File: config.mk
export PLATFORM = sky130hd
export DESIGN_NAME = pid_pwm_sched
export DESIGN_NICKNAME = d
export VERILOG_FILES = /design/src/rtl/pid_pwm_sched.sv
export SDC_FILE = /design/constraint.sdc
export NUM_CORES = 1
export LEC_CHECK = 0
export CAP_MARGIN = 20
export CORE_MARGIN = 2
export CORE_UTILIZATION = 55
export CTS_CLUSTER_DIAMETER = 30
export DETAILED_ROUTE_END_ITERATION = 8
export GPL_ROUTABILITY_DRIVEN = 0
export PLACE_DENSITY = 0.87
export SLEW_MARGIN = 20
export SYNTH_ARGS = -nofsm -noshare
export SYNTH_HDL_FRONTEND = slang
export SYNTH_SLANG_ARGS = --single-unit
File: constraint.sdc
create_clock -name CLK -period 12.4 [get_ports CLK]
set_input_delay 2.48 -clock CLK [delete_from_list [all_inputs] [get_ports CLK]]
set_output_delay 2.48 -clock CLK [all_outputs]
set_load 0.005 [all_outputs]
File: src/rtl/pid_pwm_sched.sv
// Control-loop scheduler: ticks the loop, runs PID0 then PID1 with a start/done
// handshake, then commits saturated H-bridge duties once per period with a reversal dead time.
module pid_pwm_sched #(
    parameter int SHIFT    = 15,
    parameter int DUTY_MAX = 9999,
    parameter int DUTY_MIN = 1,
    parameter int DEADTIME = 16,
    parameter int TIMEOUT  = 1024
) (
    input  logic        CLK,
    input  logic        RST,
    input  logic        ENABLE,
    input  logic [31:0] CTL_PERIOD,
    input  logic [31:0] QEI_CNT,
    output logic [31:0] CUR_SNAP,
    output logic        PID0_START,
    output logic        PID1_START,
    input  logic        PID0_DONE,
    input  logic        PID1_DONE,
    input  logic [31:0] PID0_OUT,
    input  logic [31:0] PID1_OUT,
    output logic [31:0] CH0_DUTY,
    output logic [31:0] CH1_DUTY,
    output logic        DUTY_UPD,
    output logic        DIR,
    output logic        BUSY,
    output logic        FAULT,
    input  logic        FAULT_CLR,
    output logic [15:0] OVERRUN_CNT
);

    localparam int          TMR_MAX  = (TIMEOUT > DEADTIME) ? TIMEOUT : DEADTIME;
    localparam int          TW       = $clog2(TMR_MAX + 1);
    localparam logic [31:0] DMIN     = 32'(DUTY_MIN);
    localparam logic [31:0] DMAX     = 32'(DUTY_MAX);
    localparam logic [TW-1:0] TO_LAST   = TW'(TIMEOUT - 1);
    localparam logic [TW-1:0] DEAD_LAST = TW'(DEADTIME - 1);

    typedef enum logic [3:0] {
        S_IDLE, S_WAIT, S_SNAP, S_RUN0, S_RUN1, S_CALC, S_DEAD, S_COMMIT, S_FAULT
    } state_t;

    state_t        state_q, state_d;
    logic [31:0]   cnt_q, cnt_d;
    logic [TW-1:0] tmr_q, tmr_d;
    logic [31:0]   pid0_q, pid0_d, pid1_q, pid1_d;
    logic [31:0]   snap_q, snap_d;
    logic [31:0]   ch0_q, ch0_d, ch1_q, ch1_d;
    logic          dir_q, dir_d, upd_q, upd_d;
    logic          start0_q, start0_d, start1_q, start1_d;
    logic          busy_q, busy_d, fault_q, fault_d;
    logic [15:0]   ovr_q, ovr_d;

    logic          running, tick;
    logic [31:0]   reload;
    logic signed [32:0] diff;
    logic [32:0]   mag, shifted;
    logic [31:0]   calc_duty, calc_ch0, calc_ch1, active_duty;
    logic          calc_dir;

    // 33-bit difference so opposite-sign extremes cannot wrap.
    always_comb begin
        diff     = $signed({pid0_q[31], pid0_q}) - $signed({pid1_q[31], pid1_q});
        calc_dir = diff[32];
        mag      = calc_dir ? -diff : diff;
        shifted  = mag >> SHIFT;
        if (shifted > 33'(DUTY_MAX))      calc_duty = DMAX;
        else if (shifted < 33'(DUTY_MIN)) calc_duty = DMIN;
        else                              calc_duty = shifted[31:0];
        calc_ch0    = calc_dir ? DMIN : calc_duty;
        calc_ch1    = calc_dir ? calc_duty : DMIN;
        active_duty = dir_q ? ch1_q : ch0_q;
    end

    always_comb begin
        // NOTE: every variable gets a default first so no path infers a latch.
        state_d  = state_q;
        cnt_d    = cnt_q;
        tmr_d    = tmr_q;
        pid0_d   = pid0_q;
        pid1_d   = pid1_q;
        snap_d   = snap_q;
        ch0_d    = ch0_q;
        ch1_d    = ch1_q;
        dir_d    = dir_q;
        ovr_d    = ovr_q;
        start0_d = 1'b0;
        start1_d = 1'b0;

        reload  = (CTL_PERIOD < 32'd2) ? 32'd1 : CTL_PERIOD - 32'd1;
        running = ENABLE && (state_q != S_IDLE) && (state_q != S_FAULT);
        tick    = running && (cnt_q == 32'd0);
        if (running) cnt_d = tick ? reload : cnt_q - 32'd1;
        if (tick && state_q != S_WAIT && ovr_q != 16'hFFFF) ovr_d = ovr_q + 16'd1;

        case (state_q)
            S_IDLE: if (ENABLE) begin
                state_d = S_WAIT;
                cnt_d   = reload;
            end
            S_WAIT: if (tick) state_d = S_SNAP;
            S_SNAP: begin
                snap_d   = QEI_CNT;
                state_d  = S_RUN0;
                start0_d = 1'b1;
                tmr_d    = '0;
            end
            S_RUN0: begin
                // DONE on the timeout cycle still wins; the START cycle itself is ignored.
                if (!start0_q && PID0_DONE) begin
                    pid0_d   = PID0_OUT;
                    state_d  = S_RUN1;
                    start1_d = 1'b1;
                    tmr_d    = '0;
                end else if (tmr_q == TO_LAST) begin
                    state_d = S_FAULT;
                end else begin
                    tmr_d = tmr_q + TW'(1);
                end
            end
            S_RUN1: begin
                if (!start1_q && PID1_DONE) begin
                    pid1_d  = PID1_OUT;
                    state_d = S_CALC;
                end else if (tmr_q == TO_LAST) begin
                    state_d = S_FAULT;
                end else begin
                    tmr_d = tmr_q + TW'(1);
                end
            end
            S_CALC: begin
                if (calc_dir != dir_q && active_duty > DMIN) begin
                    state_d = S_DEAD;
                    ch0_d   = DMIN;
                    ch1_d   = DMIN;
                    tmr_d   = '0;
                end else begin
                    state_d = S_COMMIT;
                    ch0_d   = calc_ch0;
                    ch1_d   = calc_ch1;
                    dir_d   = calc_dir;
                end
            end
            S_DEAD: begin
                if (tmr_q == DEAD_LAST) begin
                    state_d = S_COMMIT;
                    ch0_d   = calc_ch0;
                    ch1_d   = calc_ch1;
                    dir_d   = calc_dir;
                end else begin
                    tmr_d = tmr_q + TW'(1);
                end
            end
            S_COMMIT: state_d = S_WAIT;
            S_FAULT:  if (FAULT_CLR) state_d = S_IDLE;
            default:  state_d = S_IDLE;
        endcase

        if (state_d == S_FAULT && state_q != S_FAULT) begin
            ch0_d = DMIN;
            ch1_d = DMIN;
            dir_d = 1'b0;
        end

        if (!ENABLE && state_q != S_FAULT) begin
            state_d  = S_IDLE;
            cnt_d    = '0;
            ch0_d    = DMIN;
            ch1_d    = DMIN;
            dir_d    = 1'b0;
            start0_d = 1'b0;
            start1_d = 1'b0;
        end

        busy_d  = state_d inside {S_SNAP, S_RUN0, S_RUN1, S_CALC, S_DEAD, S_COMMIT};
        fault_d = (state_d == S_FAULT);
        upd_d   = (ch0_d != ch0_q) || (ch1_d != ch1_q);
    end

    // NOTE: sequential state uses non-blocking assignments so all flops update together.
    always_ff @(posedge CLK) begin
        if (RST) begin
            state_q  <= S_IDLE;
            cnt_q    <= '0;
            tmr_q    <= '0;
            pid0_q   <= '0;
            pid1_q   <= '0;
            snap_q   <= '0;
            ch0_q    <= DMIN;
            ch1_q    <= DMIN;
            dir_q    <= 1'b0;
            upd_q    <= 1'b0;
            start0_q <= 1'b0;
            start1_q <= 1'b0;
            busy_q   <= 1'b0;
            fault_q  <= 1'b0;
            ovr_q    <= '0;
        end else begin
            state_q  <= state_d;
            cnt_q    <= cnt_d;
            tmr_q    <= tmr_d;
            pid0_q   <= pid0_d;
            pid1_q   <= pid1_d;
            snap_q   <= snap_d;
            ch0_q    <= ch0_d;
            ch1_q    <= ch1_d;
            dir_q    <= dir_d;
            upd_q    <= upd_d;
            start0_q <= start0_d;
            start1_q <= start1_d;
            busy_q   <= busy_d;
            fault_q  <= fault_d;
            ovr_q    <= ovr_d;
        end
    end

    assign CUR_SNAP    = snap_q;
    assign PID0_START  = start0_q;
    assign PID1_START  = start1_q;
    assign CH0_DUTY    = ch0_q;
    assign CH1_DUTY    = ch1_q;
    assign DUTY_UPD    = upd_q;
    assign DIR         = dir_q;
    assign BUSY        = busy_q;
    assign FAULT       = fault_q;
    assign OVERRUN_CNT = ovr_q;

endmodule

==> results.ini, run 1 <==
[run_status]
status=complete, no violations

[clock_tree]
clk_pin_slew_ps=60
cts_tree=built
cts_resized=0
cts.hold.buffers_added=0
clock_sinks=229
post_cts_buffers=0
h-tree-depth=2
cts_root_buffer=clkbuf_16
cts_max_path_buffers=3
insertion_delay_ps=540
numCtsBuffers=45

[grt]
grt_antenna_before_repair=0
grt_use_total=0.3082
grt_pass1_vias=14330
grt-ovfl-total=0
grt_max_degree=72
grt_pass1_wl_mm=69.23

[timing]
hold_viol=0
tightest_slew_ps=1126
fin_skew_ps=20.96
timing.fmax_ghz=0.1558
period_minus_slack_ps=6416
finalCritPeriodShare=0.5175
setup-tns-final_ps=0
rsz0062_at_grt=no
max_slew_margin=0.2467
report.final.slew_viol_count=0
setup_viol=0

[finish]
drive_above_1_share=0.07807
fillers=1963
area_growth_syn_to_layout_pct=28.18
diodes=0
nets=2275

[setup_path]
worst-r2r-setup-slack_ps=5980
required_ps=12780
r2r_start=pid0_q[0]
cp-end-kind=flip-flop
start_kind=flip-flop
cp.arrival_ps=6800
cp-startpoint=pid0_q[0]
critical_path_class=reg -> reg
worstPathMaxFanout=24

[worst_hold_path]
hold_path_class=reg -> reg
min-delay-start=CUR_SNAP[3]

[power]
fin_total_pwr_mw=2.056
peakVddDrop_mv=0.1293
p_leak_nw=6.829
powerDensity_nw_per_um2=113.3

[run]
maxCapViolCount=0

[synth]
ys_seq_elements=229
synth_edf_count=0
yosysWarnings=0
async_flop_share=0
synth_area_leader_cell=dfxtp_1
synth_area_per_cell_um2=7.447
syn_inst=1901
ys_types=110
ys.flop_type=dfxtp_1
synth-seq-area-share=0.3238
syn_area_um2=14160
synth_area_leaders=dfxtp_1, nand2_1, a21oi_1
synthesis.nets=2072
synth_top_area_share=0.3238

[routing]
vias=15480
dr.pass1.iters=7
drc=0
drtIter0Drc=1848
wire_per_inst_um=17.51
drtAntennaViolNets=0
vias_per_cell=6.268
postRouteWirelength_mm=43.22

[floorplanning]
initial_core_util=0.5606
die_x_um=164.4
pin_count=252
dieHeight_um=164.4
die-area_um2=27040
num_rows=58
coreArea_um2=25250

[placement]
post-dp-hpwl_mm=31.06
io_buffers=251

-- synth_stat cells (all sizes together) (6+ instances only) --
library cell / n
and2: 53
a211oi: 25
clkbuf: 97
mux2i: 6
and3: 13
and4: 8
nand3b: 6
a22oi: 23
or3: 28
nor2b: 11
xnor2: 23
or2: 14
nand3: 47
o22ai: 10
a2111oi: 13
a31oi: 20
nor3b: 6
o211ai: 11
o21a: 9
inv: 52
a21oi: 241
nor2: 175
nand4: 27
nand2: 324
dfxtp: 229
or4: 13
nor4: 34
a21o: 11
o31ai: 12
o221ai: 8
nor3: 66
xor2: 45
o21ai: 80
o2111ai: 7
buf: 13
nand2b: 13
ha: 36
-- sequential cells by signal, indices dropped and copies added (netlist names) --
| register | cells |
|---|---|
| DIR | 1 |
| tmr_q | 11 |
| CH1_DUTY | 32 |
| CUR_SNAP | 32 |
| OVERRUN_CNT | 16 |
| pid0_q | 32 |
| pid1_q | 32 |
| state_q | 4 |
| PID0_START | 1 |
| cnt_q | 32 |
| CH0_DUTY | 32 |
| BUSY | 1 |
| FAULT | 1 |
| DUTY_UPD | 1 |
| PID1_START | 1 |
-- cell usage in the layout (no fill, tap or decap), drive strengths merged, types with 16 or more instances in the layout --
cell / Yosys / final
ha: 36 / 36
xnor2: 23 / 23
nand4: 27 / 27
nor4: 34 / 34
inv: 52 / 63
dfxtp: 229 / 229
a22oi: 23 / 23
nand3: 47 / 47
xor2: 45 / 45
nor2: 175 / 175
clkbuf: 97 / 52
clkdlybuf4s50: 0 / 250
nand2: 324 / 324
a21oi: 241 / 241
o21ai: 80 / 80
nor3: 66 / 66
or3: 28 / 28
buf: 13 / 16
a211oi: 25 / 25
and2: 53 / 53
a31oi: 20 / 20
-- through the flow --
stage / instance area, um^2 / util / std cells / worst slack [ps] / hold slack [ps]
floorplan: 14160 / - / 1901 / 7453 / 433.7
global placement: 16640 / 0.6587 / 2386 / 6087 / 440.4
detailed placement: 16650 / 0.6592 / 2387 / 5908 / 446.5
CTS: 18140 / 0.7185 / 2469 / 6166 / 452.1
global route: 18150 / 0.7185 / 2469 / 5580 / 469.7
finish: 18150 / 0.7185 / 2469 / 5984 / 450.6
-- logic make-up (layout without fill, tap and decap cells) --
family | Yosys count | count (layout) | share of synthesized area
compound gates | 543 | 543 | 0.2518
fa+ha+maj | 37 | 37 | 0.03323
simple gates | 855 | 855 | 0.2899
buf+inv | 162 | 400 | 0.05364
mux | 7 | 7 | 0.005038
xor+xnor | 68 | 68 | 0.04260
flops | 229 | 229 | 0.3238
-- critical path, cell delays in order, from the launching register on --
cell and delay, ps:
dfxtp_1 320, inv_1 40, ha_1 220, fa_1 410
nand2b_1 230, a211oi_2 270, o21ai_2 160, a2111oi_0 680
o41a_1 840, o21ai_0 200, a211oi_1 910, a2bb2oi_4 310
o21ai_1 350, o211a_1 310, or4b_1 510, nor4_1 320
a41oi_1 160
-- worst paths after layout --
kind	to	depth (start not counted)
setup reg to reg	DUTY_UPD	16
setup / recovery	DUTY_UPD	16
hold / removal	CUR_SNAP[3]	2
hold reg to reg	CUR_SNAP[3]	2
-- area by class of cell --
type	instances	area (um^2)	area share
Multi-Input combinational cell	1510	8830	0.4866
Sequential cell	229	4584	0.2526
Timing Repair Buffer	266	2626	0.1447
Clock buffer	52	1194	0.06578
Tap cell	330	412.9	0.02275
Clock inverter	30	304.0	0.01676
Inverter	52	195.2	0.01076
-- routing by layer --
| metal | up-vias | part of all wire | GRT usage |
|---|---|---|---|
| li1 | 7261 | - | - |
| met1 | 7102 | 0.40 | 0.3948 |
| met2 | 913 | 0.46 | 0.5008 |
| met3 | 199 | 0.093 | 0.06228 |
| met4 | 0 | 0.042 | 0.1415 |
| met5 | - | 0 | 0 |
-- power breakdown --
group / internal [mW] / total (mW) / switching (mW)
clock network: 0.748 / 1.18 / 0.432
logic: 0.0629 / 0.128 / 0.0652
registers: 0.742 / 0.748 / 0.00559
total: 1.55 / 2.06 / 0.503
(Power assumes the default switching activity.)
==> inputs of run 2 (changes only) <==
Settings changed: CORE_UTILIZATION 55 to 49, PLACE_DENSITY 0.87 to 0.82.
Clock period 12.4 ns to 5.4 ns, I/O delays scaled along.
==> run 2 against run 1 <==
Compared with the run above: the run now ends with design-rule violations, negative setup slack left; core utilization down 6.4 points; total power is 130% higher; via count up 0.88%; clock power grew 140%; register-to-register slack worse by 6000 ps; design area grew 3.0%; worst hold slack better by 0.75 ps; sequential share of layout area is 0.72 points lower; critical path type unchanged.
==> results.ini, run 2 (synthesized netlist as in run 1, its figures left out) <==
[run_status]
status=finished with violations
violations=design-rule violations, negative setup slack

[timing]
fin_skew_ps=23.69  ; +2.729 ps
timing.fmax_ghz=0.1851  ; +19%
period_minus_slack_ps=5403  ; -1014 ps
max_slew_margin=0.2905  ; +0.04377
report.final.slew_viol_count=0  ; unchanged
timing.final.ws_setup_ps=-2.826  ; -5986 ps
setup-tns-final_ps=-2.826  ; -2.826 ps
hold_viol=0  ; unchanged
tightest_slew_ps=1057  ; -69.08 ps
rsz0062_at_grt=yes
finalCritPeriodShare=1.001  ; +0.4831
setup_viol=1  ; +1

[floorplanning]
pin_count=252  ; unchanged
die_x_um=174.0  ; +5.8%
coreArea_um2=28550  ; +13%
initial_core_util=0.4959  ; -0.06467
num_rows=62  ; +6.9%
die-area_um2=30270  ; +12%
dieHeight_um=174.0  ; +5.8%

[setup_path]
r2r_start=pid1_q[1]
required_ps=5760  ; -7020 ps
cp-startpoint=pid1_q[1]
cp.arrival_ps=5760  ; -1040 ps
reg2reg_to=DUTY_UPD
cp-end-kind=flip-flop
worstPathMaxFanout=8  ; -67%
reg2regPathDepth=18  ; +2
start_kind=flip-flop
worst-r2r-setup-slack_ps=-3  ; -5990 ps
critical_path_class=reg -> reg

[grt]
grt_antenna_before_repair=0  ; unchanged
grt_pass1_wl_mm=71.37  ; +3.1%
grt-ovfl-total=0  ; unchanged
grt_use_total=0.2776  ; -0.03065
grt_max_degree=73  ; +1.4%
grt_pass1_vias=14560  ; +1.6%

[clock_tree]
insertion_delay_ps=540  ; about the same
h-tree-depth=2  ; unchanged
clk_pin_slew_ps=50  ; about the same
cts_max_path_buffers=3  ; unchanged
cts_root_buffer=clkbuf_16
numCtsBuffers=46  ; +2.2%
clock_sinks=229  ; unchanged
cts_tree=built

[placement]
io_buffers=251  ; unchanged
placed_area_um2=16910  ; +1.6%
placed_cells=2467  ; +3.4%
detailedPlace.worstSlack_ps=-32.78  ; -5941 ps
post-dp-hpwl_mm=31.69  ; +2.0%

[finish]
area_growth_syn_to_layout_pct=31.98
diodes=0  ; unchanged
fin_area_um2=18680  ; +3.0%
fin_cells=2556  ; +3.5%
drive_above_1_share=0.1036  ; +0.02552
fin_util=0.6545  ; -0.06404
nets=2309  ; +1.5%
final_cell_mix=nand2_1, clkdlybuf4s50_1, a21oi_1
layout_commonest_cell=nand2_1

[worst_hold_path]
min-delay-start=CUR_SNAP[12]
hold_path_class=reg -> reg
hold_depth=2  ; unchanged
hold_end=CUR_SNAP[12]

[power]
clock_power_share=0.581  ; +0.007
p_int_mw=3.749  ; +140%
combPwrFrac=0.061  ; about the same
powerDensity_nw_per_um2=257.7  ; +130%
peakVddDrop_mv=0.1963  ; +52%
p_switching_mw=1.066  ; +110%
p_leak_nw=7.026  ; +2.9%
seq_power_share=0.357  ; -0.007
switching_share=0.2214  ; -0.02316

[routing]
postRouteWirelength_mm=44.29  ; +2.5%
drtAntennaViolNets=0  ; unchanged
drc=1  ; +1
wire_per_inst_um=17.33  ; -1.0%
dr.pass1.iters=9  ; +2
drtIter0Drc=2154  ; +17%
vias_per_cell=6.108  ; -2.6%
vias=15610  ; +0.88%

[run]
maxCapViolCount=0  ; unchanged

[run 2: cell count changes in the layout (fill, tap and decap cells not counted), moves of 3 or more]
cell | before | now
ha_1 | 36 | 28
clkbuf_8 | 2 | 11
clkinv_4 | 6 | 2
buf_4 | 15 | 48
ha_2 | 0 | 8
inv_6 | 8 | 0
clkinv_2 | 5 | 8
o21ai_2 | 1 | 4
[run 2: metrics by stage]
step	hold slack, ps	total power, mW
after floorplan	433.7	1.895
after global placement	440.9	2.031
after detailed placement	445.9	2.038
after CTS	453.2	4.835
after global routing	468.8	4.965
final	451.4	4.815
[run 2: timing repair]
action / in CTS / in global routing
resized for setup: 1 / 34
endpoints found under the setup margin: 1 / 2
pin swaps: 0 / 13
buffers inserted: 0 / 7
hold buffers: 0 / 0
[run 2: critical path, cell delays in order, from the launching register on]
cell	delay, ps
dfxtp_2	350
inv_1	50
ha_1	270
nor2b_1	150
o2111ai_2	280
a21oi_1	110
or4b_1	560
a2111o_1	470
or4_4	590
buf_4	190
o41ai_4	370
xor2_2	370
and3b_2	290
a21oi_4	90
buf_4	180
a21bo_1	210
and3b_1	190
o41ai_1	340
a41oi_1	160
[run 2: area by class of cell]
class,instances,area [um^2]
Timing Repair Buffer,299,2874
Inverter,52,195.2
Clock buffer,63,1325
Sequential cell,229,4586
Fill cell,2442,9863
Multi-Input combinational cell,1510,8987
Tap cell,384,480.5
Clock inverter,19,236.5
[run 2: how the worst max path moves through the flow]
stage / endpoint / slack (ps) / cells past startpoint
finish: DUTY_UPD / -3 / 18
global route: DUTY_UPD / -110 / 18
CTS: DUTY_UPD / 40 / 17
detailed placement: DUTY_UPD / -30 / 18
global placement: DUTY_UPD / 150 / 17
floorplan: DUTY_UPD / 520 / 19
[run 2: per-layer routing]
layer / wire length [um] / track usage / share of wire / up-vias
met5: 0 / 0 / 0 / -
met2: 20180 / 0.4527 / 0.46 / 900
li1: - / - / - / 7336
met4: 1809 / 0.1141 / 0.041 / 0
met1: 18220 / 0.3619 / 0.41 / 7174
met3: 4088 / 0.05162 / 0.092 / 201
[run 2: power groups by stage]
stage | registers (mW) | logic [mW] | clock network, mW
after floorplan | 1.75 | 0.148 | 0
after global placement | 1.75 | 0.282 | 0
after detailed placement | 1.75 | 0.288 | 0
after CTS | 1.72 | 0.291 | 2.83
after global routing | 1.72 | 0.319 | 2.93
final | 1.72 | 0.296 | 2.80
